**src/rtl/seg7_scan_display_pkg.sv**
```systemverilog
// Shared definitions for the 7-segment scan display slice.
//  - NUM_DIGITS / IDX_W : number of scanned digits and width of the digit index
//  - bcd_t              : one BCD digit
//  - SEG_*              : active-high segment patterns, bit order {g,f,e,d,c,b,a}
package seg7_scan_display_pkg;

    localparam int NUM_DIGITS = 4;
    localparam int IDX_W      = 2;

    typedef logic [3:0] bcd_t;

    localparam logic [6:0] SEG_0    = 7'h3F;
    localparam logic [6:0] SEG_1    = 7'h06;
    localparam logic [6:0] SEG_2    = 7'h5B;
    localparam logic [6:0] SEG_3    = 7'h4F;
    localparam logic [6:0] SEG_4    = 7'h66;
    localparam logic [6:0] SEG_5    = 7'h6D;
    localparam logic [6:0] SEG_6    = 7'h7D;
    localparam logic [6:0] SEG_7    = 7'h07;
    localparam logic [6:0] SEG_8    = 7'h7F;
    localparam logic [6:0] SEG_9    = 7'h6F;
    localparam logic [6:0] SEG_DASH = 7'h40;
    localparam logic [6:0] SEG_OFF  = 7'h00;

endpackage

```
**src/rtl/seg7_scan_display_bcd_seg7_decoder.sv**
```systemverilog
// Combinational BCD to 7-segment decoder.
//  - bcd : input digit (0-9 valid)
//  - seg : active-high segments {g,f,e,d,c,b,a}; codes 10-15 show a dash
module bcd_seg7_decoder
    import seg7_scan_display_pkg::*;
(
    input  bcd_t       bcd,
    output logic [6:0] seg
);

    always_comb begin
        seg = SEG_DASH;
        case (bcd)
            4'd0:    seg = SEG_0;
            4'd1:    seg = SEG_1;
            4'd2:    seg = SEG_2;
            4'd3:    seg = SEG_3;
            4'd4:    seg = SEG_4;
            4'd5:    seg = SEG_5;
            4'd6:    seg = SEG_6;
            4'd7:    seg = SEG_7;
            4'd8:    seg = SEG_8;
            4'd9:    seg = SEG_9;
            default: seg = SEG_DASH;
        endcase
    end

endmodule

```
**src/rtl/seg7_scan_display.sv**
```systemverilog
// Four-digit multiplexed 7-segment driver with double-buffered digit data,
// leading-zero blanking, per-digit decimal points and 8-step PWM brightness.
//  - clk, reset : system clock, synchronous active-high reset
//  - digits_in  : {d3,d2,d1,d0} BCD, captured into the pending buffer on load
//  - load       : one-cycle capture strobe
//  - dp_mask    : decimal point enable per digit (live)
//  - blank_lz   : blank leading zeros (live)
//  - duty       : brightness, lit for (duty+1)/8 of each digit slot (live)
//  - seg, dp, an: registered segment bus, decimal point, one-hot digit enables
module seg7_scan_display
    import seg7_scan_display_pkg::*;
#(
    parameter int SCAN_LOG2 = 12
) (
    input  logic                  clk,
    input  logic                  reset,
    input  logic [15:0]           digits_in,
    input  logic                  load,
    input  logic [NUM_DIGITS-1:0] dp_mask,
    input  logic                  blank_lz,
    input  logic [2:0]            duty,
    output logic [6:0]            seg,
    output logic                  dp,
    output logic [NUM_DIGITS-1:0] an
);

    logic [SCAN_LOG2-1:0]  slot_cnt_reg;
    logic [IDX_W-1:0]      idx_reg;
    logic [15:0]           pending_reg;
    logic [15:0]           active_reg;
    logic [6:0]            seg_reg;
    logic                  dp_reg;
    logic [NUM_DIGITS-1:0] an_reg;

    bcd_t                  active_digit [NUM_DIGITS];
    logic [NUM_DIGITS-1:0] digit_zero;
    logic [NUM_DIGITS-1:0] blank_run;

    // blank_run[k]: digit k and everything above it is zero. Digit 0 is
    // never blanked so a value of 0000 still shows a single "0".
    genvar gi;
    generate
        for (gi = 0; gi < NUM_DIGITS; gi++) begin : g_digit
            assign active_digit[gi] = active_reg[4*gi +: 4];
            assign digit_zero[gi]   = (active_reg[4*gi +: 4] == 4'd0);
            if (gi == 0) begin : g_lsd
                assign blank_run[gi] = 1'b0;
            end else begin : g_upper
                assign blank_run[gi] = &digit_zero[NUM_DIGITS-1:gi];
            end
        end
    endgenerate

    bcd_t       cur_digit;
    logic [6:0] dec_seg;
    logic [2:0] phase;
    logic       lit;
    logic       cur_blank;
    logic       slot_wrap;
    logic       frame_end;

    assign cur_digit = active_digit[idx_reg];

    bcd_seg7_decoder u_decoder (
        .bcd (cur_digit),
        .seg (dec_seg)
    );

    // PWM phase is the top three bits of the slot counter, so each slot is
    // split into eight equal sub-periods regardless of SCAN_LOG2.
    assign phase     = slot_cnt_reg[SCAN_LOG2-1 -: 3];
    assign lit       = (phase <= duty);
    assign cur_blank = blank_lz & blank_run[idx_reg];
    assign slot_wrap = &slot_cnt_reg;
    assign frame_end = slot_wrap && (idx_reg == IDX_W'(NUM_DIGITS - 1));

    logic [6:0]            seg_next;
    logic                  dp_next;
    logic [NUM_DIGITS-1:0] an_next;

    always_comb begin
        seg_next = SEG_OFF;
        dp_next  = 1'b0;
        an_next  = '0;
        if (lit) begin
            seg_next = cur_blank ? SEG_OFF : dec_seg;
            dp_next  = dp_mask[idx_reg];
            an_next  = NUM_DIGITS'(1) << idx_reg;
        end
    end

    always_ff @(posedge clk) begin
        if (reset) begin
            slot_cnt_reg <= '0;
            idx_reg      <= '0;
            pending_reg  <= '0;
            active_reg   <= '0;
            seg_reg      <= SEG_OFF;
            dp_reg       <= 1'b0;
            an_reg       <= '0;
        end else begin
            slot_cnt_reg <= slot_cnt_reg + 1'b1;
            if (slot_wrap) begin
                idx_reg <= idx_reg + 1'b1;
            end
            if (load) begin
                pending_reg <= digits_in;
            end
            // A load landing on the boundary bypasses pending so it is not
            // delayed by a whole frame.
            if (frame_end) begin
                active_reg <= load ? digits_in : pending_reg;
            end
            seg_reg <= seg_next;
            dp_reg  <= dp_next;
            an_reg  <= an_next;
        end
    end

    assign seg = seg_reg;
    assign dp  = dp_reg;
    assign an  = an_reg;

endmodule

```
**config.mk**
```make
export PLATFORM = sky130hd
export DESIGN_NAME = seg7_scan_display
export DESIGN_NICKNAME = d
export VERILOG_FILES = /design/src/rtl/seg7_scan_display_pkg.sv /design/src/rtl/seg7_scan_display_bcd_seg7_decoder.sv /design/src/rtl/seg7_scan_display.sv
export SDC_FILE = /design/constraint.sdc
export NUM_CORES = 1
export LEC_CHECK = 0
export ABC_AREA = 0
export BUFFER_PORTS_ARGS = -buffer_cell sky130_fd_sc_hd__buf_4
export CAP_MARGIN = 5
export CORE_MARGIN = 1
export CORE_UTILIZATION = 59
export DETAILED_ROUTE_END_ITERATION = 6
export PLACE_DENSITY = 0.9
export SLEW_MARGIN = 20
export SYNTH_ARGS = -nofsm -noshare
export SYNTH_HDL_FRONTEND = slang
export SYNTH_SLANG_ARGS = --single-unit
```
**constraint.sdc**
```tcl
create_clock -name clk -period 3.4 [get_ports clk]
set_input_delay 0.17 -clock clk [delete_from_list [all_inputs] [get_ports clk]]
set_output_delay 0.17 -clock clk [all_outputs]
set_load 0.05 [all_outputs]
```
; Yosys cells after proc, flatten, opt, wreduce, memory -nomap -nowiden
; Memories as Yosys holds them, arrays and structs flattened. A register that Yosys moved wholly into a read port is not among the register bits.
; Index checks and enable logic that the tools add are counted.
[classes]
n_addsub = 2
n_lt_le_gt_ge = 3
eq_ne = 1
n_shift = 1
muxes = 8
n_bitwise = 3
n_reduce_logical = 9
[op_table]
columns = cell, count
row1 = 16-bit 2-to-1 mux, 1
row2 = 12-bit by 1-bit adder with 12-bit output (second input constant), 1
row3 = 4-bit logical NOT, 3
row4 = 12-bit AND reduction, 1
row5 = 4-bit binary-select mux with 2-bit select, 1
row6 = 4-bit 2-to-1 mux, 2
row7 = 1-bit binary-select mux with 2-bit select, 2
row8 = 1-bit by 2-bit left shift with 4-bit output (first input constant), 1
row9 = 3-bit greater-or-equal comparator (second input constant), 1
row10 = 3-bit less-or-equal comparator, 1
row11 = 2-bit by 3-bit less-than comparator with 1-bit output (second input constant), 1
row12 = 2-bit NOT with 3-bit output, 1
row13 = 3-bit AND reduction, 1
row14 = 3-bit OR reduction, 1
row15 = 2-bit by 1-bit adder with 2-bit output (second input constant), 1
row16 = 2-bit == test (second input constant), 1
row17 = 1-bit 2-to-1 mux, 2
row18 = 2-bit AND reduction, 1
row19 = 2-bit OR reduction, 1
row20 = 1-bit AND, 1
row21 = 1-bit logical AND, 1
row22 = 1-bit NOT, 1
[word_totals]
reg_bits = 51
romBits = 112
in_bits = 27
output_inout_bits = 12
wordCells = 34
n_memories = 1
[mem_list]
columns = name, depth, word_bits, rd, rd_clocked_by_memory_dff, write_ports, line
row1 = (no name shown), 16, 7, 1, 1, 0, seg7_scan_display_bcd_seg7_decoder.sv:13  ; case (bcd)

; Logic depth before layout (Yosys ltp)
; Gate-level depths: netlist (run 1).
[depth]
word_depth = 6
depth_mapped = 7

; Cells and area by module
; From an unflattened synthesis (run 1), not the netlist that was laid out.
[unflattened]
cells_unflattened = 250
hier_area_um2 = 2660.1
[by_module_without_submodules]
columns = mod, instances, cells_each, area_each_um2, seq_area_each_um2
row1 = seg7_scan_display, 1, 220, 2412.3, 1161.1
row2 = bcd_seg7_decoder, 1, 30, 247.7, 0.0

; Worst setup path after synthesis (run 1)
; No wires, ideal clock.
[synth_timing]
kind = flip-flop to flip-flop
start = register idx_reg[0]
end = register seg_reg[5] (netlist: seg[5])
setup_ns = 0.080
t_arrival_ns = 1.870
required_time_ns = 3.320
slack_ns = 1.451
path_stages_with_launch = 8
path_buffers = 1
synth_period_minus_slack_ns = 1.949
path_cell_list = dfxtp_1 > buf_6 > mux4_1 > inv_1 > ha_1 > nor2_1 > or3_1 > o22ai_2
[synth_between]
elab_chain_cells = 4
elab_cells_between_ends = 8
classes_between = 5 x mux / 2 x bitwise / 1 x reduce/logical
[synth_lines]
columns = item, line
row1 = from (decl), seg7_scan_display.sv:28  ; logic [IDX_W-1:0] idx_reg;
row2 = from (signal assigned), seg7_scan_display.sv:104  ; idx_reg <= idx_reg + 1'b1;
row3 = 1-bit binary-select mux with 2-bit select / 2-bit NOT with 3-bit output (equally long branches), "seg7_scan_display.sv:73, seg7_scan_display.sv:62"
row4 = 1-bit 2-to-1 mux (implied by the code) / 4-bit binary-select mux with 2-bit select (equally long branches), "seg7_scan_display.sv:73, seg7_scan_display.sv:62"
row5 = 1-bit AND / 4-bit 2-to-1 mux (equally long branches), "seg7_scan_display.sv:73, seg7_scan_display.sv:62"
row6 = 3-bit OR reduction (no source line) / 4-bit 2-to-1 mux (equally long branches), --
row7 = to (decl), seg7_scan_display.sv:31  ; logic [6:0] seg_reg;
; Several ways; a longest one is shown, not always the timed one. The select of a mux whose other input is x is not followed.
; A chain may end at the register's enable or synchronous reset.

; Worst setup path in the final report (run 1)
; Same ends and word-level chain as after synthesis.

==> results.json, run 1 <==
{
  "period_needed_ps": 2240,
  "numPortBuffers": 38,
  "start_kind": "register",
  "grt_setup_unrepaired": "no",
  "drc_errors": 0,
  "synth_mux_area_share_pct": 18.4,
  "clock_latency_ps": 340,
  "synth_area_per_cell_um2": 10.2,
  "timing.final.setup_violations": 0,
  "final_common_cell": "dfxtp_1",
  "cts_hold_buf": 0,
  "p_comb_share_pct": 7.7,
  "critPathArrivalTime_ps": 2500,
  "synthArstFlopShare_pct": 0,
  "dieArea_mm2": 0.00454,
  "fp.coreArea_mm2": 0.00406,
  "groute.usage.overall_pct": 24.3,
  "h-tree-depth": 3,
  "end_kind": "register",
  "period_share_pct": 66.0,
  "dpl_cell_area_mm2": 0.00282,
  "first_global_vias": 1730,
  "grt_pass1_wl_um": 7910,
  "fin_area_mm2": 0.00301,
  "r2r_cells": 6,
  "setup_tns_ps": 0,
  "synth_top_family_by_area": "multiplexers",
  "max_stage_delay_ps": 690,
  "ys.flop_type": "dfxtp_1",
  "cp_data_required_time_ps": 3660,
  "outcome": "complete, no violations",
  "drive_above_1_share_pct": 26.3,
  "post_cts_buffers": 0,
  "holdPathEnd": "pending_reg[13]",
  "die_y_um": 67.4,
  "clock_power_share_pct": 41.9,
  "num_rows": 23,
  "maxSlewHeadroom_pct": 35.8,
  "cts_tree": "yes",
  "io_pins": 39,
  "power_leakage_nw": 1.33,
  "power_density_mw_per_mm2": 468,
  "crit_buf_inv": 1,
  "r2r-end": "seg[5]",
  "synth-simple-area-share_pct": 17.3,
  "via_per_inst": 5.55,
  "finalMaxSlewViolations": 0,
  "drt-pass1-iter-count": 5,
  "ys_ff_latch": 58,
  "die_width_um": 67.4,
  "intPower_mw": 1.08,
  "fmax_mhz": 446,
  "synth_xor_area_share_pct": 3.13,
  "hold-path-cell-count": 3,
  "area_growth_pct": 19.2,
  "start_util_pct": 62.1,
  "synth-edff-count": 0,
  "critPathKind": "register to register",
  "ys_seq_area_share_pct": 46.1,
  "syn_inst": 247,
  "drt_iter0_drc": 129,
  "max_cap_viol_count": 0,
  "crit_chain": "mux4_1 -> inv_1 -> ha_1 -> nor2_1 -> or3_1 -> o22ai_2",
  "syn_nets": 285,
  "grt_antenna_before_repair": 0,
  "worst_pin_slew_ps": 948,
  "cp_slowest_cell": "mux4_1",
  "grt_max_degree": 48,
  "p_seq_share_pct": 50.4,
  "gp_congestion": 0.816,
  "yosysUniqueCellTypes": 38,
  "switching_share_pct": 22.8,
  "nets": 323,
  "skew_ps": 4.01,
  "clkSinkCount": 58,
  "cp-startpoint": "idx_reg[0]",
  "hp-class": "primary input to register",
  "synthesis.area_mm2": 0.00252,
  "synth-compound-area-share_pct": 5.51,
  "vias": 1881,
  "root_buffer": "clkbuf_8",
  "cts_buffers": 9,
  "overflow": 0,
  "synthAdderAreaFrac_pct": 5.46,
  "yosysWarnings": 0,
  "post_cts_resized": 0,
  "final_hold_viol_count": 0,
  "antenna_left": 0,
  "p_sw_mw": 0.321,
  "diodes": 0,
  "final_cell_mix": "dfxtp_1 (58), buf_4 (38), nor2_1 (31)",
  "crit_family": "multiplexers",
  "irDropWorstVdd_mv": 0.319,
  "wl_per_cell_um": 14.5,
  "r2r-start": "idx_reg[0]",
  "cts.reportedPaths.clkPinSlew_ps": 60,
  "crit_fanout": 12,
  "dp_hpwl_um": 3380,
  "ff2ff_setup_slack_ps": 1160,
  "clockBufferDepth": 2,
  "min_from": "digits_in[13]",
  "routed_wl_um": 4920
}
worst reg2reg max path, delay by kind of cell, from the launching register on:
kind                     cells  cell delay [ps]
multiplexers                 1              690
flip-flops                   1              620
AND/OR/NAND/NOR              2              370
adder cells (fa/ha/maj)      1              200
buffers and inverters        1              180
AO/OA/AOI/OAI                1              120
cell type report:
type                    count  area [um^2]
fillers                   269         1050
clock inverters             2         10.0
repair buffers             38          285
flip-flops and latches     58         1160
inverters                  14         52.6
well taps                  50         62.6
multi-input cells         164         1250
clock buffers              13          179
synth_stat cells (all sizes together), types with 2 or more instances:
| cell | number | share of area, % |
|---|---|---|
| a21oi | 7 | 1.4 |
| and2 | 2 | 0.60 |
| and3 | 4 | 0.99 |
| buf | 6 | 1.3 |
| clkbuf | 5 | 0.74 |
| dfxtp | 58 | 46 |
| ha | 11 | 5.5 |
| inv | 14 | 2.1 |
| mux2 | 16 | 7.1 |
| mux2i | 16 | 6.4 |
| mux4 | 5 | 4.9 |
| nand2 | 6 | 0.89 |
| nand3 | 9 | 2.0 |
| nand4 | 3 | 0.74 |
| nor2 | 31 | 4.6 |
| nor2b | 17 | 4.2 |
| nor3 | 7 | 1.4 |
| nor4 | 2 | 0.50 |
| o21ai | 4 | 0.79 |
| o22ai | 3 | 0.99 |
| or3 | 3 | 0.74 |
| xnor2 | 5 | 1.7 |
| xor2 | 4 | 1.4 |
how the worst max path moves through the flow:
| stage | cells after the start | endpoint |
|---|---|---|
| 2_1_floorplan | 7 | seg[5] |
| 3_3_place_gp | 6 | seg[5] |
| 3_5_place_dp | 6 | seg[5] |
| 4_1_cts | 6 | seg[5] |
| 5_1_grt | 5 | active_reg[2] |
| 6_report | 6 | seg[5] |
per-stage QoR:
step           hold slack, ps  setup WS [ps]  total power, mW  util [%]  instances
4_1_cts                   111           1150             1.41      74.1        339
3_5_place_dp              444           1180            0.830      69.4        324
5_1_grt                   119           1040             1.46      74.1        339
6_report                  108           1160             1.41      74.1        339
3_3_place_gp              424           1280            0.826      69.4        324
2_1_floorplan             348           1450            0.787         -        247
power groups by stage:
stage                     sequential [mW]  clock [mW]  combinational (mW)
final                               0.708       0.589               0.108
after floorplan                     0.744           0              0.0436
after global placement              0.721           0               0.105
after CTS                           0.708       0.595               0.109
after detailed placement            0.723           0               0.108
after global routing                0.710       0.633               0.115
routing by layer:
metal | global-route usage (%) | vias up | part of all wire, %
li1 | - | 926 | -
met1 | 28.6 | 881 | 43
met2 | 40.1 | 61 | 50
met3 | 7.60 | 13 | 4.9
met4 | 11.4 | 0 | 2.2
met5 | 0 | - | 0
cell families after synthesis:
logic type	Yosys count
simple gates	86
flops	58
mux	37
buf+inv	25
compound gates	21
fa+ha+maj	11
xor+xnor	9
(Power assumes the default switching activity.)
==> run 2, diff against run 1 <==
--- a/config.mk
+++ b/config.mk
@@ -5,13 +5,13 @@
 export SDC_FILE = /design/constraint.sdc
 export NUM_CORES = 1
 export LEC_CHECK = 0
-export ABC_AREA = 0
+export ABC_AREA = 1
 export BUFFER_PORTS_ARGS = -buffer_cell sky130_fd_sc_hd__buf_4
 export CAP_MARGIN = 5
 export CORE_MARGIN = 1
-export CORE_UTILIZATION = 59
+export CORE_UTILIZATION = 57
 export DETAILED_ROUTE_END_ITERATION = 6
-export PLACE_DENSITY = 0.9
+export PLACE_DENSITY = 0.87
 export SLEW_MARGIN = 20
 export SYNTH_ARGS = -nofsm -noshare
 export SYNTH_HDL_FRONTEND = slang
==> constraint.sdc (replaced) <==
create_clock -name clk -period 2.3 [get_ports clk]
set_input_delay 0.115 -clock clk [delete_from_list [all_inputs] [get_ports clk]]
set_output_delay 0.115 -clock clk [all_outputs]
set_load 0.05 [all_outputs]
==> run 2 against run 1 <==
Against the previous run:
- global-route usage shrank 1.0 points
- die area grew 18%
- clock power grew 60%
- design area grew 12%
- area after synthesis grew 15%
- fmax grew 29%
- combinational power grew 78%
- non-clock buffer count grew 2
- critical path type unchanged
==> results.json, run 2 <==
{
  "grt_pass1_wl_um": 9470,
  "synth_top_family_by_area": "simple AND/OR/NAND/NOR gates",
  "drive_above_1_share_pct": 21.9,
  "cts.reportedPaths.clkPinSlew_ps": 60,
  "diodes": 0,
  "ys.flop_type": "dfxtp_1",
  "synth-edff-count": 0,
  "nFillCells": 403,
  "synth_most_common_cell": "nand2_1",
  "finalMaxSlewViolations": 0,
  "crit_family": "simple AND/OR/NAND/NOR gates",
  "synth_mux_area_share_pct": 0,
  "ys_seq_area_share_pct": 40.2,
  "num_rows": 25,
  "hp-class": "primary input to register",
  "grt_antenna_before_repair": 0,
  "end_kind": "register",
  "die_y_um": 73.2,
  "crit_fanout": 15,
  "gp_congestion": 0.839,
  "cp_data_required_time_ps": 2580,
  "clock_latency_ps": 330,
  "final_common_cell": "nand2_1",
  "clkSinkCount": 58,
  "period_needed_ps": 1740,
  "drc_errors": 0,
  "antenna_left": 0,
  "timing.final.setup_violations": 0,
  "syn_nets": 426,
  "final_cell_mix": "nand2_1 (83), dfxtp_1 (58), inv_1 (56)",
  "root_buffer": "clkbuf_8",
  "h-tree-depth": 3,
  "synth.top_cells.by_count": "nand2_1 (83), dfxtp_1 (58), inv_1 (56)",
  "irDropWorstVdd_mv": 0.383,
  "critPathKind": "register to register",
  "max_stage_delay_ps": 480,
  "power_density_mw_per_mm2": 647,
  "cp_slowest_cell": "dfxtp_1",
  "start_kind": "register",
  "drt_iter0_drc": 180,
  "synth-compound-area-share_pct": 11.1,
  "setup_tns_ps": 0,
  "dp_slack_ps": 596,
  "crit_chain": "inv_2 -> nand2_1 -> nand3_1 -> nand2_1 -> inv_1 -> ha_1 -> o21ai_1 -> nor2_1 -> nor2_1",
  "groute.usage.overall_pct": 23.3,
  "wl_per_cell_um": 11.1,
  "power_leakage_nw": 1.64,
  "vias": 2472,
  "finalPower_mw": 2.18,
  "synth_area_per_cell_um2": 7.45,
  "dieArea_mm2": 0.00536,
  "syn_inst": 388,
  "grt_setup_unrepaired": "no",
  "routed_wl_um": 5510,
  "first_global_vias": 2251,
  "synth_top_area_share_pct": 40.2,
  "hold_slack_ps": 149,
  "grt_max_degree": 45,
  "cts_tree": "yes",
  "post-synth-top-area-cell": "dfxtp_1",
  "overflow": 0,
  "fp.coreArea_mm2": 0.00482,
  "numPortBuffers": 38,
  "synth_xor_area_share_pct": 1.21,
  "via_per_inst": 4.98,
  "ys_top_cells_by_area": "dfxtp_1 (40%), nand2_1 (11%), inv_1 (7.3%)",
  "outcome": "complete, no violations",
  "critPathArrivalTime_ps": 2020,
  "ys_ff_latch": 58,
  "area_growth_pct": 16.6,
  "cts_buffers": 9,
  "start_util_pct": 60.0,
  "synthArstFlopShare_pct": 0,
  "worst_pin_slew_ps": 500,
  "io_pins": 39,
  "final_hold_viol_count": 0,
  "maxSlewHeadroom_pct": 66.6,
  "synthAdderAreaFrac_pct": 4.76,
  "period_share_pct": 75.8,
  "crit_buf_inv": 2,
  "layout_setup_ws_ps": 558,
  "clockBufferDepth": 2,
  "yosysUniqueCellTypes": 29,
  "synthesis.area_mm2": 0.00289,
  "cts_hold_buf": 0,
  "dp_hpwl_um": 3780,
  "skew_ps": 4.26,
  "die_width_um": 73.2,
  "post_cts_resized": 0,
  "post_cts_buffers": 0,
  "drt-pass1-iter-count": 6,
  "nets": 462,
  "synth-simple-area-share_pct": 31.5,
  "yosysWarnings": 0,
  "max_cap_viol_count": 0,
  "fmax_mhz": 574
}
==> run 2: cell families (layout without fill, tap and decap cells) <==
family          count (synthesis)  after routing
compound gates                 49             49
xor+xnor                        4              4
fa+ha+maj                      11             11
buf+inv                        75            116
flops                          58             58
simple gates                  191            191
==> run 2: final timing paths <==
| path | endpoint | slack, ps | from | cells after the start |
|---|---|---|---|---|
| worst min register to register | slot_cnt_reg[0] | 440 | slot_cnt_reg[0] | 1 |
| worst max register to register | seg[5] | 560 | idx_reg[0] | 9 |
| worst max-delay path | seg[5] | 560 | idx_reg[0] | 9 |
| worst min-delay path | dp | 150 | dp_mask[2] | 4 |
==> run 2: cell type report <==
cell class / instances / area [um^2] / area share (%)
Clock inverter: 2 / 35.0 / 1.04
Sequential cell: 58 / 1160 / 34.4
Clock buffer: 14 / 163 / 4.82
Multi-Input combinational cell: 255 / 1400 / 41.6
Tap cell: 67 / 83.8 / 2.49
Timing Repair Buffer: 40 / 300 / 8.91
Inverter: 60 / 225 / 6.68
==> run 2: per-stage QoR <==
stage / cells / util, % / cell area [um^2]
final: 496 / 70.0 / 3370
after global routing: 496 / 70.0 / 3370
after CTS: 496 / 70.0 / 3370
after detailed placement: 480 / 65.9 / 3170
after global placement: 480 / 65.9 / 3170
after floorplan: 388 / - / 2890
==> run 2: worst reg2reg max path: stages, from the launching register on <==
cell     delay [ps]
dfxtp_1         480
inv_2           190
nand2_1         100
nand3_1          80
nand2_1         190
inv_1            90
ha_1            200
o21ai_1         200
nor2_1           60
nor2_1           90
==> run 2: report_power, final <==
part	switching (mW)	internal [mW]	total (mW)
Sequential	0.0110	1.04	1.05
Combinational	0.113	0.0790	0.192
Clock	0.382	0.559	0.941
Total	0.505	1.68	2.18
==> run 2: routing by layer <==
| metal | track usage, % | part of all wire (%) |
|---|---|---|
| met1 | 26.6 | 42 |
| met2 | 39.8 | 51 |
| met3 | 5.39 | 4.7 |
| met4 | 13.3 | 2.5 |
| met5 | 0 | 0 |
==> run 3, diff against run 2 <==
--- a/config.mk
+++ b/config.mk
@@ -9,9 +9,9 @@
 export BUFFER_PORTS_ARGS = -buffer_cell sky130_fd_sc_hd__buf_4
 export CAP_MARGIN = 5
 export CORE_MARGIN = 1
-export CORE_UTILIZATION = 57
+export CORE_UTILIZATION = 52
 export DETAILED_ROUTE_END_ITERATION = 6
-export PLACE_DENSITY = 0.87
+export PLACE_DENSITY = 0.84
 export SLEW_MARGIN = 20
 export SYNTH_ARGS = -nofsm -noshare
 export SYNTH_HDL_FRONTEND = slang
==> constraint.sdc (replaced) <==
create_clock -name clk -period 1.4 [get_ports clk]
set_input_delay 0.07 -clock clk [delete_from_list [all_inputs] [get_ports clk]]
set_output_delay 0.07 -clock clk [all_outputs]
set_load 0.05 [all_outputs]
==> run 3 against run 2 <==
Against the previous run:
- the run now ends with negative setup slack left
- sequential share of layout area fell by 4.1 points
- sequential power rose by 64%
- first-iteration DRC count rose by 6.1%
- cell count rose by 7.1%
- core utilization rose by 3.9 points
- non-clock buffer count rose by 33
- design area rose by 15%
- clock power rose by 55%
- worst hold slack got worse by 33 ps
- power rose by 61%
- flip-flop and latch count did not move
==> results.json, run 3 (same netlist as run 2, synthesis figures left out) <==
{
  "outcome": "finished with violations",
  "violations": "negative setup slack",
  "irDropWorstVdd_mv": 0.636,
  "fmax_mhz": 662,
  "dp_hpwl_um": 3940,
  "layout_setup_ws_ps": -110,
  "drive_above_1_share_pct": 38.0,
  "crit_chain": "inv_8 -> nand2_2 -> nand3_2 -> nand2_4 -> buf_4 -> ha_1 -> nand3_1 -> nand2_1 -> nor2_1 -> nor2_1",
  "final_hold_viol_count": 0,
  "dpl_cell_area_mm2": 0.00340,
  "die_y_um": 76.6,
  "postLayoutCoreUtil_pct": 73.9,
  "routed_wl_um": 7190,
  "final_cell_mix": "nand2_1 (69), buf_4 (68), dfxtp_1 (51)",
  "drt_iter0_drc": 191,
  "grt_max_degree": 36,
  "clock_latency_ps": 340,
  "wl_per_cell_um": 13.5,
  "power_density_mw_per_mm2": 909,
  "finalMaxSlewViolations": 0,
  "clkSinkCount": 58,
  "crit_family": "simple AND/OR/NAND/NOR gates",
  "overflow": 0,
  "max_stage_delay_ps": 380,
  "via_per_inst": 5.10,
  "power_leakage_nw": 1.83,
  "dieArea_mm2": 0.00586,
  "critPathArrivalTime_ps": 1740,
  "crit_fanout": 8,
  "grt_setup_unrepaired": "yes",
  "cts_buffers": 9,
  "area_growth_pct": 33.9,
  "h-tree-depth": 3,
  "vias": 2706,
  "grt_pass1_wl_um": 10400,
  "ff2ff_setup_slack_ps": -110,
  "groute.usage.overall_pct": 22.2,
  "cts_tree": "yes",
  "antenna_left": 0,
  "first_global_vias": 2469,
  "nets": 495,
  "crit_top_cell": "nor2_1",
  "critPathKind": "register to register",
  "maxSlewHeadroom_pct": 72.7,
  "drc_errors": 0,
  "numPortBuffers": 38,
  "cts.reportedPaths.clkPinSlew_ps": 60,
  "cp_data_required_time_ps": 1630,
  "clockBufferDepth": 2,
  "end_kind": "register",
  "fp.coreArea_mm2": 0.00524,
  "start_kind": "register",
  "max_cap_viol_count": 0,
  "hold-path-cell-count": 4,
  "root_buffer": "clkbuf_8",
  "worst_pin_slew_ps": 410,
  "period_share_pct": 108,
  "gp_congestion": 0.819,
  "die_width_um": 76.6,
  "start_util_pct": 55.2,
  "r2r-start": "idx_reg[0]",
  "hp-class": "primary input to register",
  "min_from": "dp_mask[2]",
  "fin_area_mm2": 0.00387,
  "final_common_cell": "nand2_1",
  "timing.final.setup_violations": 8,
  "skew_ps": 6.23,
  "period_needed_ps": 1510,
  "setup_tns_ps": -339,
  "grt_antenna_before_repair": 0,
  "io_pins": 39,
  "nFillCells": 363,
  "holdPathEnd": "dp",
  "cp_slowest_cell": "dfxtp_4",
  "finalPower_mw": 3.52,
  "r2r_cells": 10,
  "num_rows": 26,
  "r2r-end": "seg[4]",
  "diodes": 0,
  "drt-pass1-iter-count": 5,
  "crit_buf_inv": 2
}
[run 3: cell types whose count changed in the layout (fill, tap and decap cells not counted), sizes merged]
cell,before,now
clkinv,1,2
dlygate4sd3,0,1
bufinv,1,0
buf,40,72
clkbuf,14,13
[run 3: worst max-delay path by stage]
| stage | startpoint | to | cells past startpoint |
|---|---|---|---|
| floorplan | slot_cnt_reg[1] | active_reg[6] | 9 |
| global placement | idx_reg[0] | seg[5] | 9 |
| detailed placement | slot_cnt_reg[11] | seg[4] | 7 |
| CTS | slot_cnt_reg[1] | active_reg[1] | 8 |
| global route | idx_reg[0] | seg[4] | 10 |
| finish | idx_reg[0] | seg[4] | 10 |
[run 3: metrics by stage]
step | setup slack [ps] | cells | hold slack, ps
global route | -141 | 531 | 173
floorplan | 1.10 | 388 | 323
global placement | 30.0 | 505 | 325
CTS | -29.3 | 524 | 110
detailed placement | -25.8 | 505 | 321
finish | -110 | 531 | 116
[run 3: layout make-up]
cell class / instances / area [um^2] / area share (%)
sequential: 58 / 1170 / 30.3
tap: 70 / 87.6 / 2.26
timing repair buffer: 73 / 599 / 15.5
multi-input combinational: 255 / 1590 / 41.0
clock buffer: 13 / 179 / 4.62
clock inverter: 2 / 10.0 / 0.259
inverter: 60 / 233 / 6.01
[run 3: repair_timing]
action,CTS,global route
setup buffers,2,7
resized for setup,6,46
setup endpoints to repair,28,31
gates cloned,1,0
pin swaps,2,18
hold endpoints to repair,6,0
hold buffers,1,0
[run 3: worst register-to-register path: stages, from the launching register on]
cell and delay [ps]:
dfxtp_4 380, inv_8 90, nand2_2 60, nand3_2 90
nand2_4 90, buf_4 160, ha_1 240, nand3_1 100
nand2_1 60, nor2_1 90, nor2_1 50
[run 3: report_power, final]
group,leakage [nW],internal [mW],switching (mW)
clock,0.101,0.820,0.642
sequential,0.478,1.70,0.0209
combinational,1.25,0.142,0.194
[run 3: per-layer routing]
layer  vias up  wire, um  GRT usage, %
li1       1346         -             -
met1      1268      3020          25.1
met2        69      3680          40.2
met3        23       227          3.59
met4         0       265          10.8
met5         -         0             0
